File: src/rtl/mem_port_arbiter.sv
// mem_port_arbiter: shares one single-ported, variable-latency memory
// between the fetch port and the data port, with data priority.
//
// Ports:
//   clk, rst        clock (rising edge), asynchronous active-low reset
//   i_req/i_addr    fetch request, held until i_valid
//   i_rdata/i_valid registered fetch word and one-cycle completion pulse
//   d_req/d_we/d_addr/d_wdata/d_be  data request, held until d_valid
//   d_rdata/d_valid registered load data and one-cycle completion pulse
//   stall_f/stall_m combinational stall lines into the hazard logic
//   m_req/m_we/m_addr/m_wdata/m_be  registered memory request, held until m_ack
//   m_rdata/m_ack   memory read data and one-cycle completion
module mem_port_arbiter #(
    parameter int AW           = 32,
    parameter int DW           = 32,
    parameter int STARVE_LIMIT = 4
) (
    input  logic            clk,
    input  logic            rst,
    input  logic            i_req,
    input  logic [AW-1:0]   i_addr,
    output logic [DW-1:0]   i_rdata,
    output logic            i_valid,
    input  logic            d_req,
    input  logic            d_we,
    input  logic [AW-1:0]   d_addr,
    input  logic [DW-1:0]   d_wdata,
    input  logic [DW/8-1:0] d_be,
    output logic [DW-1:0]   d_rdata,
    output logic            d_valid,
    output logic            stall_f,
    output logic            stall_m,
    output logic            m_req,
    output logic            m_we,
    output logic [AW-1:0]   m_addr,
    output logic [DW-1:0]   m_wdata,
    output logic [DW/8-1:0] m_be,
    input  logic [DW-1:0]   m_rdata,
    input  logic            m_ack
);

    localparam int CW = $clog2(STARVE_LIMIT + 1);
    localparam logic [CW-1:0] LIMIT = CW'(STARVE_LIMIT);

    typedef enum logic [1:0] {
        IDLE,
        SERVE_I,
        SERVE_D
    } arbState_t;

    arbState_t     state;
    arbState_t     stateNext;
    logic [CW-1:0] starveCnt;
    logic          effI;
    logic          effD;
    logic          limitHit;
    logic          grantI;
    logic          grantD;
    logic          ackSeen;

    // A port whose valid pulse is up this cycle is already satisfied,
    // so it neither stalls nor competes for a new grant.
    assign effI     = i_req & ~i_valid;
    assign effD     = d_req & ~d_valid;
    assign stall_f  = effI;
    assign stall_m  = effD;
    assign limitHit = (starveCnt >= LIMIT);

    always_ff @(posedge clk or negedge rst) begin
        if (!rst) begin
            state <= IDLE;
        end else begin
            state <= stateNext;
        end
    end

    always_comb begin
        stateNext = state;
        grantI    = 1'b0;
        grantD    = 1'b0;
        ackSeen   = 1'b0;
        unique case (state)
            IDLE: begin
                // Data wins unless fetch has already lost LIMIT times running.
                if (effD && (!effI || !limitHit)) begin
                    grantD    = 1'b1;
                    stateNext = SERVE_D;
                end else if (effI) begin
                    grantI    = 1'b1;
                    stateNext = SERVE_I;
                end
            end
            SERVE_I, SERVE_D: begin
                if (m_ack) begin
                    ackSeen   = 1'b1;
                    stateNext = IDLE;
                end
            end
            default: begin
                stateNext = IDLE;
            end
        endcase
    end

    always_ff @(posedge clk or negedge rst) begin
        if (!rst) begin
            starveCnt <= '0;
        end else if (grantD) begin
            if (!effI) begin
                starveCnt <= '0;
            end else if (!limitHit) begin
                starveCnt <= starveCnt + CW'(1);
            end
        end else if (grantI) begin
            starveCnt <= '0;
        end
    end

    always_ff @(posedge clk or negedge rst) begin
        if (!rst) begin
            m_req   <= 1'b0;
            m_we    <= 1'b0;
            m_addr  <= '0;
            m_wdata <= '0;
            m_be    <= '0;
            i_rdata <= '0;
            d_rdata <= '0;
            i_valid <= 1'b0;
            d_valid <= 1'b0;
        end else begin
            i_valid <= 1'b0;
            d_valid <= 1'b0;
            if (grantD) begin
                m_req   <= 1'b1;
                m_we    <= d_we;
                m_addr  <= d_addr;
                m_wdata <= d_wdata;
                m_be    <= d_be;
            end else if (grantI) begin
                m_req   <= 1'b1;
                m_we    <= 1'b0;
                m_addr  <= i_addr;
                m_wdata <= '0;
                m_be    <= '0;
            end else if (ackSeen) begin
                m_req <= 1'b0;
                if (state == SERVE_I) begin
                    i_valid <= 1'b1;
                    i_rdata <= m_rdata;
                end else begin
                    d_valid <= 1'b1;
                    // Stores complete without touching the load result.
                    if (!m_we) begin
                        d_rdata <= m_rdata;
                    end
                end
            end
        end
    end

endmodule

File: config.mk
export PLATFORM = sky130hd
export DESIGN_NAME = mem_port_arbiter
export DESIGN_NICKNAME = d
export VERILOG_FILES = /design/src/rtl/mem_port_arbiter.sv
export SDC_FILE = /design/constraint.sdc
export NUM_CORES = 1
export LEC_CHECK = 0
export CAP_MARGIN = 20
export CELL_PAD_IN_SITES_DETAIL_PLACEMENT = 1
export CELL_PAD_IN_SITES_GLOBAL_PLACEMENT = 2
export CORE_MARGIN = 5
export CORE_UTILIZATION = 24
export CTS_BUF_LIST = sky130_fd_sc_hd__clkbuf_4 sky130_fd_sc_hd__clkbuf_8 sky130_fd_sc_hd__clkbuf_16
export DETAILED_ROUTE_END_ITERATION = 16
export GPL_TIMING_DRIVEN = 0
export PLACE_DENSITY = 0.82
export REMOVE_ABC_BUFFERS = 1
export SLEW_MARGIN = 20
export SYNTH_ARGS = -nofsm -noshare
export SYNTH_HDL_FRONTEND = slang
export SYNTH_SLANG_ARGS = --single-unit
File: constraint.sdc
create_clock -name clk -period 2 [get_ports clk]
set_input_delay 0.4 -clock clk [delete_from_list [all_inputs] [get_ports clk]]
set_output_delay 0.4 -clock clk [all_outputs]
set_load 0.005 [all_outputs]
# [After elaboration in Yosys (flattened, before gate mapping)]
# Cells that the tools add are included.
[op_classes] addsub=1 n_lt_le_gt_ge=1 eq_ne=5 mux=34 n_bitwise=8 n_reduce_logical=12
[op_table] operator="$mux 32" count=4
[op_table] operator="$mux 1" count=20
[op_table] operator="$mux 3" count=4
[op_table] operator="$mux 4" count=2
[op_table] operator="$mux 2" count=3
[op_table] operator="$ne 3x3->1 const B" count=2
[op_table] operator="$not 1->1" count=6
[op_table] operator="$reduce_and 5->1" count=1
[op_table] operator="$pmux 2 s2" count=1
[op_table] operator="$reduce_and 2->1" count=2
[op_table] operator="$reduce_and 4->1" count=1
[op_table] operator="$add 3x1->3 const B" count=1
[op_table] operator="$ge 3x3->1 const B" count=1
[op_table] operator="$reduce_bool 3->1" count=1
[op_table] operator="$and 1x1->1" count=2
[op_table] operator="$eq 2x1->1 const B" count=1
[op_table] operator="$eq 2x2->1 const B" count=1
[op_table] operator="$logic_not 1->1" count=2
[op_table] operator="$logic_not 2->1" count=1
[op_table] operator="$ne 2x2->1 const B" count=1
[op_table] operator="$reduce_bool 2->1" count=1
[op_table] operator="$reduce_or 2->1" count=1
[op_table] operator="$logic_and 1x1->1" count=1
[op_table] operator="$logic_or 1x1->1" count=1
[word_totals] reg_bits=141 in_bits=138 output_inout_bits=138 word_cells=72

# [Longest topological paths before layout]
[logic_depth] depth_word=9 depth_mapped=7 mapped_depth_nobuf=6

# [Least setup slack after synthesis]
# OpenSTA, ideal clock, no wires.
[synth_path] path_kind="input-to-reg" startpoint="input port i_req" endpoint="register i_rdata[0]" setup_ns=0.127 arrival_time_ns=1.636 required_time_ns=1.873 path_slack_ns=0.237 path_stages=7 path_buffers=3 cell_sequence="nor2b_1 buf_2 o21ai_4 and4_1 buf_6 buf_6 mux2_1"
[synth_between] elab_chain_cells=8
[synth_lines] element="start: declaration" line="20" source="input logic i_req,"
[synth_lines] element="$and 1x1->1 (*)" line="63" source="assign effI = i_req & ~i_valid;"
[synth_lines] element="net stall_f" line="31" source="output logic stall_f,"
[synth_lines] element="$logic_not 1->1"
[synth_lines] element="$logic_or 1x1->1" line="85" source="if (effD && (!effI || !limitHit)) begin"
[synth_lines] element="$logic_and 1x1->1" line="85"
[synth_lines] element="$mux 1" line="85"
[synth_lines] element="$mux 1" line="82" source="unique case (state)"
[synth_lines] element="$not 1->1 (no line)"
[synth_lines] element="$reduce_and 4->1 (no line) (*)"
[synth_lines] element="end signal: assignment" line="149" source="i_rdata <= m_rdata;"
[synth_lines] element="end: declaration" line="22" source="output logic [DW-1:0] i_rdata,"
# Mark *: on every way through the listed nets, which the timed path passes. The rest lies on a longest branch.
# A chain may end at the register's enable or synchronous reset.

# [Final worst setup path]
[layout_path] startpoint="input port d_req" endpoint="register i_rdata[10]"
[layout_between] elab_chain_cells=6
[layout_lines] element="start: declaration" line="24" source="input logic d_req,"
[layout_lines] element="$and 1x1->1 (*)" line="64" source="assign effD = d_req & ~d_valid;"
[layout_lines] element="$logic_and 1x1->1 (*)" line="85"
[layout_lines] element="$mux 1" line="85"
[layout_lines] element="$mux 1" line="82"
[layout_lines] element="$not 1->1 (no line)"
[layout_lines] element="$reduce_and 4->1 (no line) (*)"
# Mark *: on every way between the ends. The rest lies on a longest branch, timed or not.

==> run metrics <==
status=finished, final reports clean; area grow syn2layout=74.5%; Clock transition at path regs=0.06 ns; most common cell in the netlist=dfrtp_1; Synth top area share=between 60% and 70%; n_diodes=0; Pwr Density=1540 mW/mm2; switching part of the total=29.4%; pin count of the biggest net entering global routing=77; antenna violations before repair=1; period utilization=97.5%; fin area=approximately 0.0095 mm2; Num Clock Sinks=141; Initial Utilization=24.1%; Vias/cell=4.54; area of the multi-input gates=0.00176 mm2; RSZ-0062 raised after global routing=false; register area share after synthesis=~65%; Iteration-0 DRC Markers=111; fin. max-slew vios=0; total grt overflow=0; dpl cell area=0.00859 mm2; boundary pin count=276; Internal=10.3 mW; DRC=0; GRT Resource Usage Total=14.1%; GP Congestion=a little under 0.8; Die W=160 um; CTS tree=done; Logic pwr share=42.5%; Placement Setup Slack=-1.01 ns; layout cells sized above 1=13.2%; Setup-failing EPs final=0; P_sw=4.28 mW; P_leak=approximately 4.0 nW; routed len/inst=18.9 um; Distinct cells, synth=24; Clock Tree Buf Depth=2; Tightest Hold Check Type=reg -> reg; ys flop type=dfrtp_1; CP Data Required Time=2.29 ns; Async SR Flop Fraction=100%; clk_lat worst skew=0.42 ns; Row Count=55; hpwl dp=roughly 14000 um; WL final=about 19000 um; H-tree depth=4; Post-Syn Area per Cell=13.6 um2; Max-Cap Viols=0; Final ANT Viol Nets=0; Inserted Clock Buffers=17; Clock Skew=0.0127 ns; Synth area leaders=dfrtp_1 (65%), mux2_1 (6.9%), mux2_2 (6.4%); CP Max Fanout=10; CP Class=in -> reg; overall power=between 10 and 15 mW; maximum clock rate=0.513 GHz; Die ar.=roughly 0.026 mm2; core region area=0.0224 mm2; endpoints failing hold=0; Tightest Pin Transition=around 0.70 ns; Fillers=2330; slew margin rel.=between 50% and 60%; global-route wire length before repair=between 20000 and 30000 um; Sequential Power Share=33.6%; crit path time final=1.95 ns; vias in the first global route=approximately 5000; CP Capture Type=register; Root Driver=clkbuf_16; Hold WS=between 0.4 and 0.5 ns; CP Launch Type=input port; dpl cells=937; Register Area=0.00353 mm2; Die Ht=160 um; Synth Register Bits=141; Final WS setup=0.0505 ns; Commonest cells post-synth=dfrtp_1 (141), nand2_1 (39), a22o_1 (38); vias post-DR=about 4400; Detailed Routing Iterations Pass 1=4; clock share of power=a little under a quarter; cell taking the most area after synthesis=dfrtp_1; nets=824; Post-synth EDFFs=0; Synth Warn #=0; Post-Syn Instances=399; Non-Filler Instances=around 1000; Port Buf Inserts=between 200 and 300; Mapped Area=0.00542 mm2; crit path DAT=2.24 ns; peak supply drop=484 uV
-- metrics by stage --
step	util, %	TNS (ns)
after detailed placement	38.3	-82.82
after CTS	41.6	0
after global placement	37.3	-1012.36
final	42.1	0
after floorplan	-	-125.82
after global routing	42.1	0
-- worst max-delay path, cell delays in order --
cell and delay (ns):
clkdlybuf4s50_1 0.45, nand2b_4 0.10, inv_2 0.07, o21ai_4 0.18, clkbuf_16 0.18, and4_4 0.32
clkbuf_16 0.20, mux2_1 0.33
-- cell families after synthesis --
group | count (synthesis) | share of synthesized area, %
multiplexers | 64 | 13.3
adder cells (fa/ha/maj) | 3 | 0.693
flip-flops | 141 | 65.1
buffers and inverters | 33 | 3.07
AND/OR/NAND/NOR | 49 | 3.90
AO/OA/AOI/OAI | 109 | 13.9
-- sequential cells by signal, summed over array words and instances (netlist names) --
register   cells
i_rdata       32
m_be           4
starveCnt      3
m_addr        32
m_we           1
i_valid        1
d_valid        1
state          2
m_req          1
d_rdata       32
m_wdata       32
-- path summary, 6_finish.rpt --
| check | start | end | slack, ns | depth (start not counted) |
|---|---|---|---|---|
| hold / removal | m_addr[13] | m_addr[13] | 0.48 | 2 |
| hold reg to reg | m_addr[13] | m_addr[13] | 0.48 | 2 |
| max in group asynchronous | rst | m_addr[8] | 0.73 | 3 |
| setup / recovery | d_req | i_rdata[10] | 0.05 | 8 |
| setup reg to reg | i_valid | i_rdata[10] | 0.07 | 7 |
| min in group asynchronous | rst | i_rdata[15] | 0.53 | 2 |
-- power by group through the flow --
stage	clock (mW)	combinational [mW]	sequential [mW]
global route	3.72	6.70	5.05
detailed placement	0	6.00	4.93
floorplan	0	1.91	4.93
global placement	0	5.54	4.83
CTS	3.61	6.18	4.91
finish	3.48	6.20	4.89
-- layout by cell type (no fill, tap or decap), types with 2 or more instances in the layout --
| master | n |
|---|---|
| a22o_1 | 38 |
| a32o_1 | 2 |
| buf_12 | 2 |
| buf_16 | 6 |
| buf_4 | 6 |
| bufinv_16 | 5 |
| clkbuf_16 | 21 |
| clkdlybuf4s50_1 | 272 |
| clkinv_4 | 3 |
| clkinvlp_4 | 2 |
| dfrtp_1 | 141 |
| ha_1 | 2 |
| inv_1 | 2 |
| inv_6 | 2 |
| mux2_1 | 33 |
| mux2_2 | 31 |
| nand2_1 | 37 |
| nand2_2 | 2 |
| nand3b_1 | 2 |
| o21ai_0 | 33 |
| o22ai_1 | 34 |
-- layout make-up --
type                            instances  share of cell area (%)
Clock inverter                         13                    2.26
Clock buffer                           18                    4.58
Multi-Input combinational cell        225                    18.6
Tap cell                              285                    3.77
Timing Repair Buffer                  295                    33.3
Sequential cell                       141                    37.3
Inverter                                3                   0.119
-- layer usage --
layer / share of wire, % / wire, um / GRT usage (%) / up-vias
met5: 0.070 / 13 / 0 / -
met4: 2.4 / 452 / 5.98 / 2
met1: 42 / 7710 / 16.5 / 2157
met3: 8.9 / 1660 / 6.17 / 29
li1: - / - / - / 2035
met2: 47 / 8700 / 22.7 / 225
-- what timing repair did --
| item | in CTS | in global routing |
|---|---|---|
| cloned | 1 | 3 |
| endpoints found under the hold margin | 65 | 0 |
| setup buffers | 4 | 3 |
| setup endpoints to repair | 95 | 63 |
| gates resized for setup | 6 | 5 |
| pin swaps | 2 | 1 |
| hold buffers | 1 | 0 |
(Power assumes the default switching activity.)
